File: src/rtl/ps2_pkg.sv
// Shared constants and helpers for the PS/2 keyboard receiver.
package ps2_pkg;

  typedef logic [1:0] ps2_state_t;

  localparam ps2_state_t ST_IDLE   = 2'd0;
  localparam ps2_state_t ST_DATA   = 2'd1;
  localparam ps2_state_t ST_PARITY = 2'd2;
  localparam ps2_state_t ST_STOP   = 2'd3;

  localparam int FRAME_BITS             = 8;
  localparam int DEFAULT_FILTER_LEN     = 8;
  localparam int DEFAULT_TIMEOUT_CYCLES = 50000;

  // PS/2 uses odd parity across the data byte plus the parity bit.
  function automatic logic parity_ok(input logic [7:0] data, input logic par);
    return ^{data, par};
  endfunction

endpackage

File: src/rtl/ps2_line_filter.sv
// Two-flop synchroniser followed by a run-length glitch filter for one PS/2 line.
module ps2_line_filter
  import ps2_pkg::*;
#(
  parameter int FILTER_LEN = DEFAULT_FILTER_LEN
) (
  input  logic clk,
  input  logic reset,
  input  logic raw,
  output logic filt
);

  logic       sync1;
  logic       sync2;
  logic [7:0] cnt;

  // The line flips only on the FILTER_LEN-th consecutive differing sample.
  always_ff @(posedge clk) begin
    if (reset) begin
      sync1 <= 1'b1;
      sync2 <= 1'b1;
      cnt   <= 8'd0;
      filt  <= 1'b1;
    end else begin
      sync1 <= raw;
      sync2 <= sync1;
      if (sync2 == filt) begin
        cnt <= 8'd0;
      end else if (cnt == 8'(FILTER_LEN - 1)) begin
        filt <= sync2;
        cnt  <= 8'd0;
      end else begin
        cnt <= cnt + 8'd1;
      end
    end
  end

endmodule

File: src/rtl/ps2_keyboard_receiver.sv
// Receive-only PS/2 keyboard port: filters the pins, deframes 11-bit frames,
// and queues good scancodes in a small FIFO popped by the CPU.
module ps2_keyboard_receiver
  import ps2_pkg::*;
#(
  parameter int FILTER_LEN      = DEFAULT_FILTER_LEN,
  parameter int TIMEOUT_CYCLES  = DEFAULT_TIMEOUT_CYCLES,
  parameter int FIFO_DEPTH_LOG2 = 3
) (
  input  logic                     bus_clk,
  input  logic                     bus_reset,
  input  logic                     ps2_clk_in,
  input  logic                     ps2_data_in,
  output logic [7:0]               kbd_data,
  output logic                     kbd_valid,
  output logic [FIFO_DEPTH_LOG2:0] kbd_count,
  input  logic                     kbd_read,
  output logic                     kbd_overflow,
  output logic                     kbd_frame_err,
  input  logic                     kbd_clear_err
);

  localparam int DEPTH = 1 << FIFO_DEPTH_LOG2;
  localparam int TW    = $clog2(TIMEOUT_CYCLES + 1);
  localparam logic [FIFO_DEPTH_LOG2:0] CNT_FULL = {1'b1, {FIFO_DEPTH_LOG2{1'b0}}};

  logic clk_f, data_f, clk_prev, fall;

  ps2_line_filter #(.FILTER_LEN(FILTER_LEN)) u_clk_filt (
    .clk(bus_clk), .reset(bus_reset), .raw(ps2_clk_in), .filt(clk_f)
  );
  ps2_line_filter #(.FILTER_LEN(FILTER_LEN)) u_data_filt (
    .clk(bus_clk), .reset(bus_reset), .raw(ps2_data_in), .filt(data_f)
  );

  always_ff @(posedge bus_clk) begin
    if (bus_reset) clk_prev <= 1'b1;
    else           clk_prev <= clk_f;
  end

  assign fall = clk_prev & ~clk_f;

  ps2_state_t        state;
  logic [2:0]        bit_idx;
  logic [7:0]        shreg;
  logic              par_bit;
  logic [TW-1:0]     to_cnt;
  logic              timeout, frame_ok, push_req, frame_bad;

  assign timeout   = (state != ST_IDLE) && !fall && (to_cnt == TW'(TIMEOUT_CYCLES - 1));
  assign frame_ok  = data_f && parity_ok(shreg, par_bit);
  assign push_req  = fall && (state == ST_STOP) && frame_ok;
  assign frame_bad = fall && (((state == ST_IDLE) && data_f) ||
                              ((state == ST_STOP) && !frame_ok));

  always_ff @(posedge bus_clk) begin
    if (bus_reset) begin
      state   <= ST_IDLE;
      bit_idx <= 3'd0;
      shreg   <= 8'd0;
      par_bit <= 1'b0;
      to_cnt  <= '0;
    end else begin
      if ((state == ST_IDLE) || fall) to_cnt <= '0;
      else                            to_cnt <= to_cnt + 1'b1;

      if (timeout) begin
        state <= ST_IDLE;
      end else if (fall) begin
        case (state)
          ST_IDLE: if (!data_f) begin
            state   <= ST_DATA;
            bit_idx <= 3'd0;
          end
          ST_DATA: begin
            // LSB arrives first, so shift toward bit 0.
            shreg   <= {data_f, shreg[7:1]};
            bit_idx <= bit_idx + 3'd1;
            if (bit_idx == 3'(FRAME_BITS - 1)) state <= ST_PARITY;
          end
          ST_PARITY: begin
            par_bit <= data_f;
            state   <= ST_STOP;
          end
          default: state <= ST_IDLE;
        endcase
      end
    end
  end

  logic [7:0]                 mem [DEPTH];
  logic [FIFO_DEPTH_LOG2-1:0] wptr, rptr;
  logic [FIFO_DEPTH_LOG2:0]   count;
  logic                       full, do_push, do_pop;

  assign full    = (count == CNT_FULL);
  assign do_pop  = kbd_read && (count != '0);
  // A full FIFO still accepts a byte when a pop frees the slot in the same cycle.
  assign do_push = push_req && (!full || do_pop);

  always_ff @(posedge bus_clk) begin
    if (do_push) mem[wptr] <= shreg;
  end

  always_ff @(posedge bus_clk) begin
    if (bus_reset) begin
      wptr  <= '0;
      rptr  <= '0;
      count <= '0;
    end else begin
      if (do_push) wptr <= wptr + 1'b1;
      if (do_pop)  rptr <= rptr + 1'b1;
      case ({do_push, do_pop})
        2'b10:   count <= count + 1'b1;
        2'b01:   count <= count - 1'b1;
        default: count <= count;
      endcase
    end
  end

  assign kbd_valid = (count != '0);
  assign kbd_count = count;
  assign kbd_data  = kbd_valid ? mem[rptr] : 8'h00;

  always_ff @(posedge bus_clk) begin
    if (bus_reset) begin
      kbd_overflow  <= 1'b0;
      kbd_frame_err <= 1'b0;
    end else begin
      if (push_req && full && !do_pop) kbd_overflow <= 1'b1;
      else if (kbd_clear_err)          kbd_overflow <= 1'b0;

      if (frame_bad || timeout) kbd_frame_err <= 1'b1;
      else if (kbd_clear_err)   kbd_frame_err <= 1'b0;
    end
  end

endmodule

File: config.mk
export PLATFORM = sky130hd
export DESIGN_NAME = ps2_keyboard_receiver
export DESIGN_NICKNAME = d
export VERILOG_FILES = /design/src/rtl/ps2_pkg.sv /design/src/rtl/ps2_line_filter.sv /design/src/rtl/ps2_keyboard_receiver.sv
export SDC_FILE = /design/constraint.sdc
export NUM_CORES = 1
export LEC_CHECK = 0
export CAP_MARGIN = 20
export CORE_UTILIZATION = 44
export CTS_CLUSTER_SIZE = 24
export DETAILED_ROUTE_END_ITERATION = 10
export PLACE_DENSITY = 0.68
export SETUP_SLACK_MARGIN = 0.2
export SYNTH_ARGS = -nofsm -noshare
export SYNTH_HDL_FRONTEND = slang
export SYNTH_SLANG_ARGS = --single-unit
File: constraint.sdc
create_clock -name bus_clk -period 3.3 [get_ports bus_clk]
set_input_delay 0.495 -clock bus_clk [delete_from_list [all_inputs] [get_ports bus_clk]]
set_output_delay 0.495 -clock bus_clk [all_outputs]
set_load 0.1 [all_outputs]
==> Word level (Yosys, flattened, before mapping) <==
Memories as Yosys holds them, arrays and structs flattened. A register that Yosys moved wholly into a read port is not among the register bits.
Index checks and enable logic that the tools add are counted.
{ "word_totals": {"output_inout_bits": 15, "n_memories": 1, "inputBits": 6, "elab_cells": 99, "reg_bits": 65, "mem_bits_rw": 64} }
{ "classes": {"add_sub_neg": 8, "bitwise_logic": 5, "eq_ne": 14, "n_reduce_logical": 38, "muxes": 14} }
{ "mem_list": {"columns": ["name", "depth", "word_bits", "read_ports", "rd_ports_with_merged_regs", "wr", "line", "text"], "rows": [
  ["mem", 8, 8, 1, 1, 1, "ps2_keyboard_receiver.sv:91", "logic [7:0] mem [DEPTH];"]
]} }
{ "op_table": {"columns": ["cell", "count"], "rows": [
  ["16-bit by 1-bit adder with 16-bit output (second input constant)", 1],
  ["8-bit by 1-bit adder with 8-bit output (second input constant)", 2],
  ["16-bit equality test (second input constant)", 1],
  ["8-bit by 3-bit equality test with 1-bit output (second input constant)", 2],
  ["1-bit logical AND", 12],
  ["2-bit nonzero test", 5],
  ["3-bit by 1-bit adder with 3-bit output (second input constant)", 3],
  ["3-bit two-way mux", 3],
  ["3-bit AND reduction", 3],
  ["9-bit XOR reduction", 1],
  ["8-bit two-way mux", 1],
  ["4-bit case mux with 2 select lines", 1],
  ["2-bit equality test (second input constant)", 3],
  ["2-bit case mux with 3 select lines", 1],
  ["3-bit case mux with 2 select lines", 1],
  ["3-bit OR reduction", 2],
  ["1-bit two-way mux", 5],
  ["4-bit by 1-bit adder with 4-bit output (second input constant)", 1],
  ["2-bit by 1-bit equality test with 1-bit output (second input constant)", 2],
  ["4-bit equality test (second input constant)", 1],
  ["1-bit logical NOT", 4],
  ["1-bit logical OR", 4],
  ["2-bit two-way mux", 2],
  ["2-bit != test (second input constant)", 2],
  ["other kinds (10)", 16]
]} }

==> Longest topological paths before layout <==
Gate-level depths: netlist of run 1.
{ "depth": {"word_depth": 8, "depth_mapped": 12, "depth_no_buf": 11} }

==> By module <==
Synthesis of run 1 repeated with hierarchy kept, for this count alone.
{ "unflattened": {"hier_cells": 455, "hier_area_um2": 5596.6} }
{ "by_module_without_submodules": {"columns": ["mod", "n_inst", "seq_area_each_um2", "area_per_inst_um2", "cells_each"], "rows": [
  ["ps2_keyboard_receiver", 1, 2842.7, 4678.2, 361],
  ["ps2_line_filter", 2, 220.2, 459.2, 47]
]} }

==> Least setup slack after synthesis of run 1 <==
No wires, ideal clock.
{ "synth_timing": {"path_kind": "reg2reg", "from": "reg count[3] (netlist: kbd_count[3])", "to": "reg count[2] (netlist: kbd_count[2])", "path_buffers": 0, "stages_incl_launch_ff": 11, "synth_period_minus_slack_ps": 3520, "setup_ps": 123, "required_time_ps": 3177, "path_slack_ps": -220, "arrival_ps": 3396, "cell_sequence": "dfxtp_1 -> nor4_2 -> inv_1 -> nand2_1 -> nor2_1 -> xor2_1 -> ha_1 -> nor2_1 -> o311ai_0 -> mux2i_1 -> mux2_1"} }
{ "synth_via": {"elab_chain_cells": 6, "word_cells_on_any_way": 10, "classes_between": "3 x eq/ne; 1 x mux; 6 x reduce/logical"} }
{ "synth_rtl": {"columns": ["element", "line", "text"], "rows": [
  ["from (decl)", "ps2_keyboard_receiver.sv:93", "logic [FIFO_DEPTH_LOG2:0] count;"],
  ["from (signal assigned)", "ps2_keyboard_receiver.sv:114", "2'b10: count <= count + 1'b1;"],
  ["from (signal assigned)", "ps2_keyboard_receiver.sv:115", "2'b01: count <= count - 1'b1;"],
  ["from (signal assigned)", "ps2_keyboard_receiver.sv:116", "default: count <= count;"],
  ["4-bit nonzero test (*)", null, null],
  ["via kbd_valid", "ps2_keyboard_receiver.sv:15", "output logic kbd_valid,"],
  ["1-bit logical AND (*)", "ps2_keyboard_receiver.sv:97", "assign do_pop = kbd_read && (count != '0);"],
  ["1-bit logical OR", "ps2_keyboard_receiver.sv:99", "assign do_push = push_req && (!full || do_pop);"],
  ["1-bit logical AND", "ps2_keyboard_receiver.sv:99", null],
  ["2-bit by 1-bit equality test with 1-bit output / 2-bit equality test (equally long branches)", "ps2_keyboard_receiver.sv:113", "case ({do_push, do_pop})"],
  ["4-bit case mux with 2 select lines / 2-bit nonzero test (equally long branches)", null, null]
]} }
The timed path passes the listed nets; every way through them passes the cells marked *.
A chain may end at the register's enable or synchronous reset.

==> results of run 1 <==
flip-flops by register name, summed over array words and instances (netlist names), 2 cells and up, named ones only:
register,flops
mem,64
bit_idx,3
kbd_count,4
rptr,3
wptr,3
to_cnt,16
shreg,8
u_data_filt.cnt,8
state,2
u_clk_filt.cnt,8
cells in the mapped netlist, drive strengths merged:
| cell | number |
|---|---|
| ha | 12 |
| clkbuf | 14 |
| or3 | 5 |
| inv | 10 |
| edfxtp | 64 |
| mux2 | 5 |
| nand2 | 21 |
| nand3b | 1 |
| a22oi | 2 |
| mux4 | 16 |
| o211ai | 1 |
| and2 | 2 |
| nor3 | 12 |
| or2b | 1 |
| and3 | 6 |
| xnor2 | 12 |
| xor3 | 1 |
| nand4 | 2 |
| nor4 | 2 |
| o311ai | 1 |
| o21ai | 4 |
| nand4b | 2 |
| dfxtp | 68 |
| a31oi | 1 |
| nor2b | 10 |
| nand2b | 6 |
| a211o | 2 |
| buf | 4 |
| nor2 | 69 |
| nand3 | 22 |
| or4 | 3 |
| or2 | 10 |
| a21o | 1 |
| a21oi | 9 |
| mux2i | 26 |
| xnor3 | 1 |
| xor2 | 20 |
cell usage in the layout, fill, tap and decap left out, types with 16 or more instances in the layout:
cell type	Yosys	layout
dfxtp_1	68	64
xor2_1	20	20
clkbuf_16	0	17
mux4_2	16	16
buf_4	0	22
nor2_1	69	69
nand2_1	21	20
mux2i_1	25	25
nand3_1	22	22
edfxtp_1	64	64
per-layer routing:
layer  vias to the layer above  routed length [um]
met5                         -                   0
met2                        61                4610
met4                         0                 140
met1                      1592                4450
li1                       1657                   -
met3                        16                 447
report_power, final:
group	switching (mW)	internal, mW	total [mW]
sequential	0.00390	1.71	1.71
clock	0.672	1.20	1.87
combinational	0.0714	0.0343	0.106
total	0.747	2.94	3.69
final cells by class:
cell class	count	area [sq um]
sequential	132	3290
tap	168	210
clock buffer	18	439
timing repair buffer	33	275
inverter	10	41.3
fill	1040	5550
clock inverter	14	160
multi-input combinational	288	2150
cells by family after synthesis:
| kind of cell | count (synthesis) | synth area share (%) |
|---|---|---|
| AOI/OAI and AO/OA | 21 | 2.31 |
| xor gates and xnor gates | 34 | 5.92 |
| adders and majority gates | 12 | 2.71 |
| buffers and inverters | 28 | 2.06 |
| DFF | 132 | 59.3 |
| muxes | 47 | 12.5 |
| and+or+nand+nor | 174 | 15.2 |
through the flow:
| step | util, % | power [mW] | setup slack, ps | instance area (sq um) | hold WS, ps |
|---|---|---|---|---|---|
| 6_report | 54.2 | 3.69 | 605 | 6560 | 405 |
| 5_1_grt | 54.2 | 3.80 | 443 | 6560 | 422 |
| 4_1_cts | 54.2 | 3.73 | 564 | 6560 | 408 |
| 3_5_place_dp | 49.2 | 1.85 | 671 | 5960 | 394 |
| 3_3_place_gp | 49.2 | 1.85 | 716 | 5960 | 393 |
| 2_1_floorplan | - | 1.82 | 209 | 5560 | 389 |
final timing paths:
path	endpoint	slack [ps]
setup / recovery	kbd_data[7]	600
hold / removal	u_clk_filt.sync2	410
setup reg to reg	kbd_count[2]	650
hold reg to reg	u_clk_filt.sync2	410
==> results.sh, run 1 <==
export IMPL_htree_levels=4
export IMPL_outcome="finished, final reports clean"
export IMPL_seq_area_frac_synth_pct=59.3
export IMPL_ctsResizeCount=0
export IMPL_worstSkewPairLatency_ps=410
export IMPL_worstSetupPathType="reg2out"
export IMPL_dpl_hpwl_um=6190
export IMPL_min_from="u_clk_filt.sync1"
export IMPL_path_delay_family="flip-flops"
export IMPL_maxSlewViolCount=0
export IMPL_cp_num_buf_inv=1
export IMPL_place_congestion=0.783
export IMPL_grt_ovfl_total=0
export IMPL_synth_top_area_cell="edfxtp_1"
export IMPL_rsz0062_at_grt="false"
export IMPL_powerDensity_nw_per_um2=562
export IMPL_finalWirelength_um=9640
export IMPL_grt_start_max_net_pins=27
export IMPL_use_met3_pct=5.08
export IMPL_synth_yosys_warnings=0
export IMPL_clockRootBuffer="clkbuf_16"
export IMPL_syn_to_final_growth_pct=18.6
export IMPL_antenna_cells=0
export IMPL_setup_violations=0
export IMPL_synth_top_area_share_pct=34.7
export IMPL_portBuffers=20
export IMPL_dieArea_sq_um=13000
export IMPL_fin_crit_sh_pct=81.7
export IMPL_whs_path_depth=1
export IMPL_skew_ps=6.34
export IMPL_crit_path_max_incr_delay_ps=860
export IMPL_leakagePower_nw=2.35
export IMPL_finalSetupTns_ps=0
export IMPL_met1_usage_pct=20.7
export IMPL_final_nets=500
export IMPL_ys_types=43
export IMPL_die_height_um=114
export IMPL_worst_pin_slew_ps=975
export IMPL_avgSynthCellArea_sq_um=12.4
export IMPL_drc=0
export IMPL_required_ps=2800
export IMPL_pin_count=21
export IMPL_timing_rr_start="shreg[2]"
export IMPL_arrival_ps=2200
export IMPL_endpoint_kind="output pin"
export IMPL_worstRegToRegCells=10
export IMPL_slew_headroom_pct=34.8
export IMPL_grt_antenna_before_repair=0
export IMPL_place_inst=631
export IMPL_cp_cell_sequence="mux4_2, mux2i_1, nor2_1, buf_4"
export IMPL_drive_gt1_share_pct=18.4
export IMPL_viasPerCell=5.02
export IMPL_clk_pin_slew_ps=60
export IMPL_top_usage_layer="met2"
export IMPL_cp_start_kind="register"
export IMPL_period_minus_slack_ps=2700
export IMPL_grt_pass1_wl_um=15900
export IMPL_cp_depth=4
export IMPL_grt_pass1_vias=3190
export IMPL_use_met2_pct=26.6
export IMPL_first_pass_iters=4
export IMPL_clock_path_buffers=2
export IMPL_synthTopCellsByArea="edfxtp_1, dfxtp_1, mux4_2"
export IMPL_initial_core_util_pct=45.7
export IMPL_slowest_stage="dfxtp_1"
export IMPL_worstHoldPathType="reg2reg"
export IMPL_netlist_area_sq_um=5530
export IMPL_max_freq_mhz=371
export IMPL_cts_inserted_buffers=17
export IMPL_clock_sinks=132
export IMPL_yosys_register_bits=132
export IMPL_finalHoldViolCount=0
export IMPL_wl_per_cell_um=14.5
export IMPL_core_sq_um=12100
export IMPL_drt_iter0_drc=102
export IMPL_cts_setup_buffers=0
export IMPL_ir_worst_vdd_mv=0.369
export IMPL_crit_fanout=16
export IMPL_fin_cells=663
export IMPL_route_vias_total=3326
export IMPL_track_usage_pct=16.4
export IMPL_maxCapViolCount=0
export IMPL_syn_inst=448
export IMPL_cts_hold_buffers_added=0
export IMPL_cts_tree="yes"
export IMPL_rows=40
export IMPL_die_x_um=114
export IMPL_syn_num_nets=466
export IMPL_ant_nets=0
Power figures use the tool's default switching activity.
==> run 2, diff against run 1 <==
Clock period 3.3 ns to 2.8 ns, I/O delays scaled along.
==> results.sh, run 2 (synthesized netlist as in run 1, its figures left out) <==
export IMPL_cp_num_buf_inv=0
export IMPL_fin_cells=673
export IMPL_rrSetupSlack_ps=310
export IMPL_cp_common_cell="nor2_1"
export IMPL_initial_core_util_pct=45.7
export IMPL_grt_pass1_wl_um=15600
export IMPL_largest_register="mem"
export IMPL_worstHoldPathType="reg2reg"
export IMPL_postLayoutCellArea_sq_um=6700
export IMPL_path_delay_family="multiplexers"
export IMPL_place_inst=640
export IMPL_clock_sinks=132
export IMPL_worstRegToRegCells=10
export IMPL_cp_depth=10
export IMPL_leakagePower_nw=2.42
export IMPL_fin_hold_ws_ps=411
export IMPL_grt_antenna_before_repair=0
export IMPL_syn_to_final_growth_pct=21.2
export IMPL_top_layer="met4"
export IMPL_layout_setup_ws_ps=306
export IMPL_endpoint_kind="register"
export IMPL_crit_path_max_incr_delay_ps=430
export IMPL_clk_pin_slew_ps=50
export IMPL_cp_start_kind="register"
export IMPL_maxCapViolCount=0
export IMPL_outcome="finished, final reports clean"
export IMPL_core_sq_um=12100
export IMPL_first_pass_iters=5
export IMPL_min_from="u_data_filt.sync1"
export IMPL_largestRegisters="mem (64), to_cnt (16)"
export IMPL_fillers=1035
export IMPL_antenna_cells=0
export IMPL_arrival_ps=2790
export IMPL_finalSetupTns_ps=0
export IMPL_post_dp_cell_area_sq_um=6130
export IMPL_layout_commonest_cell="nor2_1"
export IMPL_slowest_stage="xor3_1"
export IMPL_worst_pin_slew_ps=570
export IMPL_powerDensity_nw_per_um2=631
export IMPL_wl_per_cell_um=14.1
export IMPL_cp_cell_sequence="xor3_1, or2_2, mux2i_4, nor2_1, xor2_1, ha_1, nor2_1, o311ai_0, mux2i_1, mux2_1"
export IMPL_place_ws_ps=214
export IMPL_grt_start_max_net_pins=30
export IMPL_clock_path_buffers=2
export IMPL_track_usage_pct=16.0
export IMPL_final_cell_mix="nor2_1, edfxtp_1, dfxtp_1, buf_4, mux2i_1"
export IMPL_dr_wl_met2_um=4620
export IMPL_routed_wl_met3_um=255
export IMPL_crit_fanout=3
export IMPL_grt_pass1_vias=3229
export IMPL_setup_worst_path_end="kbd_count[2]"
export IMPL_rsz0062_at_grt="true"
export IMPL_htree_levels=4
export IMPL_ir_worst_vdd_mv=0.510
export IMPL_largest_register_ffs=64
export IMPL_fin_crit_sh_pct=89.1
export IMPL_final_core_util_pct=55.4
export IMPL_pin_count=21
export IMPL_setup_violations=0
export IMPL_skew_ps=15.1
export IMPL_cts_inserted_buffers=17
export IMPL_ant_nets=0
export IMPL_clockRootBuffer="clkbuf_16"
export IMPL_die_x_um=114
export IMPL_final_nets=510
export IMPL_rows=40
export IMPL_maxSlewViolCount=0
export IMPL_max_freq_mhz=401
export IMPL_drive_gt1_share_pct=20.6
export IMPL_portBuffers=20
export IMPL_drt_iter0_drc=180
export IMPL_worstSetupPathType="reg2reg"
export IMPL_route_vias_total=3322
export IMPL_timing_rr_start="shreg[0]"
export IMPL_drc=0
export IMPL_place_congestion=0.761
export IMPL_dpl_hpwl_um=6220
export IMPL_cts_tree="yes"
export IMPL_grt_ovfl_total=0
export IMPL_finalHoldViolCount=0
export IMPL_die_height_um=114
export IMPL_rr_endpoint="kbd_count[2]"
export IMPL_dieArea_sq_um=13000
export IMPL_slew_headroom_pct=61.9
export IMPL_cts_hold_buffers_added=0
export IMPL_wl_met1_um=4460
export IMPL_viasPerCell=4.94
export IMPL_period_minus_slack_ps=2490
export IMPL_power_mw=4.23
export IMPL_required_ps=3090
export IMPL_finalWirelength_um=9460
export IMPL_worstSkewPairLatency_ps=410
export IMPL_cp_startpoint="shreg[0]"
## run 2: changes by cell type in the layout (fill, tap and decap cells not counted), moves of 2 or more
cell / delta
clkdlybuf4s50_1: -6
clkbuf_1: +6
dfxtp_1: -2
dfxtp_4: +3
buf_12: +8
clkinvlp_4: -2
clkinv_4: -2
buf_4: +7
## run 2: worst min-delay path by stage
stage	slack, ps	endpoint	cells past startpoint
floorplan	390	u_clk_filt.sync2	1
global placement	400	u_clk_filt.sync2	1
detailed placement	390	u_clk_filt.sync2	1
CTS	410	u_data_filt.sync2	1
global route	420	u_data_filt.sync2	1
finish	410	u_data_filt.sync2	1
## run 2: worst reg2reg max path, cell delays in order, from the launching register on
cell and delay [ps]:
dfxtp_2 330, xor3_1 430, or2_2 320, mux2i_4 180
nor2_1 80, xor2_1 140, ha_1 190, nor2_1 80
o311ai_0 130, mux2i_1 170, mux2_1 330
## run 2: layer usage
layer	GRT usage, %	vias up
li1	-	1685
met1	19.7	1589
met2	26.3	40
met3	4.50	8
met4	7.27	0
met5	0	-
## run 2: cell type report
type / count / area (sq um) / share of cell area, %
Inverter: 10 / 41.3 / 0.616
Tap cell: 168 / 210 / 3.14
Clock buffer: 25 / 475 / 7.09
Multi-Input combinational cell: 288 / 2150 / 32.1
Timing Repair Buffer: 43 / 439 / 6.55
Clock inverter: 7 / 83.8 / 1.25
Sequential cell: 132 / 3300 / 49.2
## run 2: repair_timing
action                                  4_1_cts  5_1_grt
resized for setup                             1        3
endpoints found under the setup margin        1        2
setup buffers                                 0        1
pin swaps                                     0        2
## run 2: where the power goes
group / internal [mW] / switching (mW) / leakage (nW) / total, mW
Combinational: 0.0508 / 0.0848 / 1.01 / 0.136
Clock: 1.35 / 0.734 / 0.268 / 2.08
Sequential: 2.01 / 0.00481 / 1.15 / 2.02
Total: 3.41 / 0.824 / 2.42 / 4.23
==> run 3, diff against run 2 <==
==> constraint.sdc (replaced) <==
create_clock -name bus_clk -period 2.8 [get_ports bus_clk]
set_input_delay 0.84 -clock bus_clk [delete_from_list [all_inputs] [get_ports bus_clk]]
set_output_delay 0.84 -clock bus_clk [all_outputs]
set_load 0.1 [all_outputs]
==> results.sh, run 3 (synthesized netlist as in run 1, its figures left out) <==
export IMPL_htree_levels=4
export IMPL_powerDensity_nw_per_um2=658
export IMPL_portBuffers=20
export IMPL_clk_pin_slew_ps=60
export IMPL_place_ws_ps=57.5
export IMPL_cp_cell_sequence="buf_12, mux4_2, mux2i_1, nor2_2, buf_12"
export IMPL_final_cell_mix="edfxtp_1, dfxtp_1, nor2_1, buf_4, mux2i_1"
export IMPL_first_pass_iters=4
export IMPL_drc=0
export IMPL_cp_common_cell="buf_12"
export IMPL_wl_per_cell_um=15.3
export IMPL_largest_register="mem"
export IMPL_maxSlewViolCount=0
export IMPL_core_sq_um=12100
export IMPL_grt_pass1_wl_um=16600
export IMPL_slew_headroom_pct=51.2
export IMPL_die_x_um=114
export IMPL_dpl_hpwl_um=6680
export IMPL_fin_crit_sh_pct=99.2
export IMPL_ir_worst_vdd_mv=0.487
export IMPL_grt_start_max_net_pins=20
export IMPL_pin_count=21
export IMPL_required_ps=1960
export IMPL_grt_ovfl_total=0
export IMPL_rsz0062_at_grt="true"
export IMPL_worstSetupPathType="reg2out"
export IMPL_finalSetupTns_ps=0
export IMPL_ant_nets=0
export IMPL_rows=40
export IMPL_place_congestion=0.803
export IMPL_die_height_um=114
export IMPL_largestRegisters="mem (64), to_cnt (16)"
export IMPL_finalHoldViolCount=0
export IMPL_antenna_cells=0
export IMPL_setup_violations=0
export IMPL_fin_hold_ws_ps=405
export IMPL_track_usage_pct=17.3
export IMPL_cts_tree="yes"
export IMPL_slowest_stage="mux4_2"
export IMPL_worstSkewPairLatency_ps=420
export IMPL_cts_hold_buffers_added=0
export IMPL_drt_iter0_drc=129
export IMPL_cp_num_buf_inv=2
export IMPL_grt_antenna_before_repair=0
export IMPL_final_nets=513
export IMPL_dieArea_sq_um=13000
export IMPL_finalWirelength_um=10400
export IMPL_clock_sinks=132
export IMPL_maxCapViolCount=0
export IMPL_layout_setup_ws_ps=21.2
export IMPL_power_mw=4.54
export IMPL_period_minus_slack_ps=2780
export IMPL_cts_inserted_buffers=17
export IMPL_layout_commonest_cell="edfxtp_1"
export IMPL_outcome="finished, final reports clean"
export IMPL_arrival_ps=1940
export IMPL_crit_path_max_incr_delay_ps=550
export IMPL_grt_pass1_vias=3350
export IMPL_skew_ps=8.00
export IMPL_cp_start_kind="register"
export IMPL_path_delay_family="multiplexers"
export IMPL_viasPerCell=5.04
export IMPL_drive_gt1_share_pct=25.4
export IMPL_clock_path_buffers=2
export IMPL_crit_fanout=8
export IMPL_route_vias_total=3405
export IMPL_endpoint_kind="output pin"
export IMPL_worstHoldPathType="reg2reg"
export IMPL_leakagePower_nw=2.50
export IMPL_worst_pin_slew_ps=729
export IMPL_clockRootBuffer="clkbuf_16"
export IMPL_syn_to_final_growth_pct=24.6
export IMPL_largest_register_ffs=64
export IMPL_max_freq_mhz=360
export IMPL_initial_core_util_pct=45.7
==> run 3: cell count changes in the layout (fill, tap and decap cells not counted), moves of 3 or more <==
cell and delta:
inv_6 +4, clkbuf_1 -5, nor2_2 +10, clkinv_4 +3
nor2_1 -10, clkinv_1 -3
==> run 3: report_power, final <==
part	switching [mW]	internal, mW	leakage (nW)
clock	0.852	1.52	0.312
combinational	0.0902	0.0599	1.04
sequential	0.00572	2.01	1.15
==> run 3: path summary, 6_finish.rpt <==
kind,endpoint,slack (ps),cells after the start,start
setup reg to reg,kbd_count[2],330,10,shreg[0]
setup / recovery,kbd_data[7],20,5,register
hold reg to reg,u_data_filt.sync2,410,1,u_data_filt.sync1
hold / removal,u_data_filt.sync2,410,1,u_data_filt.sync1
==> run 3: what timing repair did <==
item	4_1_cts	5_1_grt
pin swaps	1	5
gates resized for setup	4	5
setup buffers	0	2
cloned	1	0
setup endpoints to repair	8	33
==> run 3: routing by layer <==
| metal | part of all wire (%) | wire, um | global-route usage, % | vias to the layer above |
|---|---|---|---|---|
| met3 | 3.5 | 361 | 5.40 | 9 |
| met4 | 0.99 | 103 | 5.97 | 0 |
| met5 | 0 | 0 | 0 | - |
| met2 | 51 | 5250 | 28.4 | 60 |
| li1 | - | - | - | 1687 |
| met1 | 45 | 4650 | 21.7 | 1649 |
==> run 3: final cells by class <==
cell class / instances / area, sq um
Clock inverter: 12 / 164
Multi-Input combinational cell: 288 / 2200
Inverter: 10 / 41.3
Clock buffer: 20 / 479
Fill cell: 1005 / 5220
Timing Repair Buffer: 46 / 503
Tap cell: 168 / 210
Sequential cell: 132 / 3300
==> run 3: per-stage QoR <==
stage | utilization [%] | instances | area, sq um
after floorplan | - | 448 | 5600
after global placement | 51.1 | 641 | 6190
after detailed placement | 51.1 | 641 | 6190
after CTS | 56.7 | 674 | 6870
after global routing | 56.9 | 676 | 6900
final | 56.9 | 676 | 6900
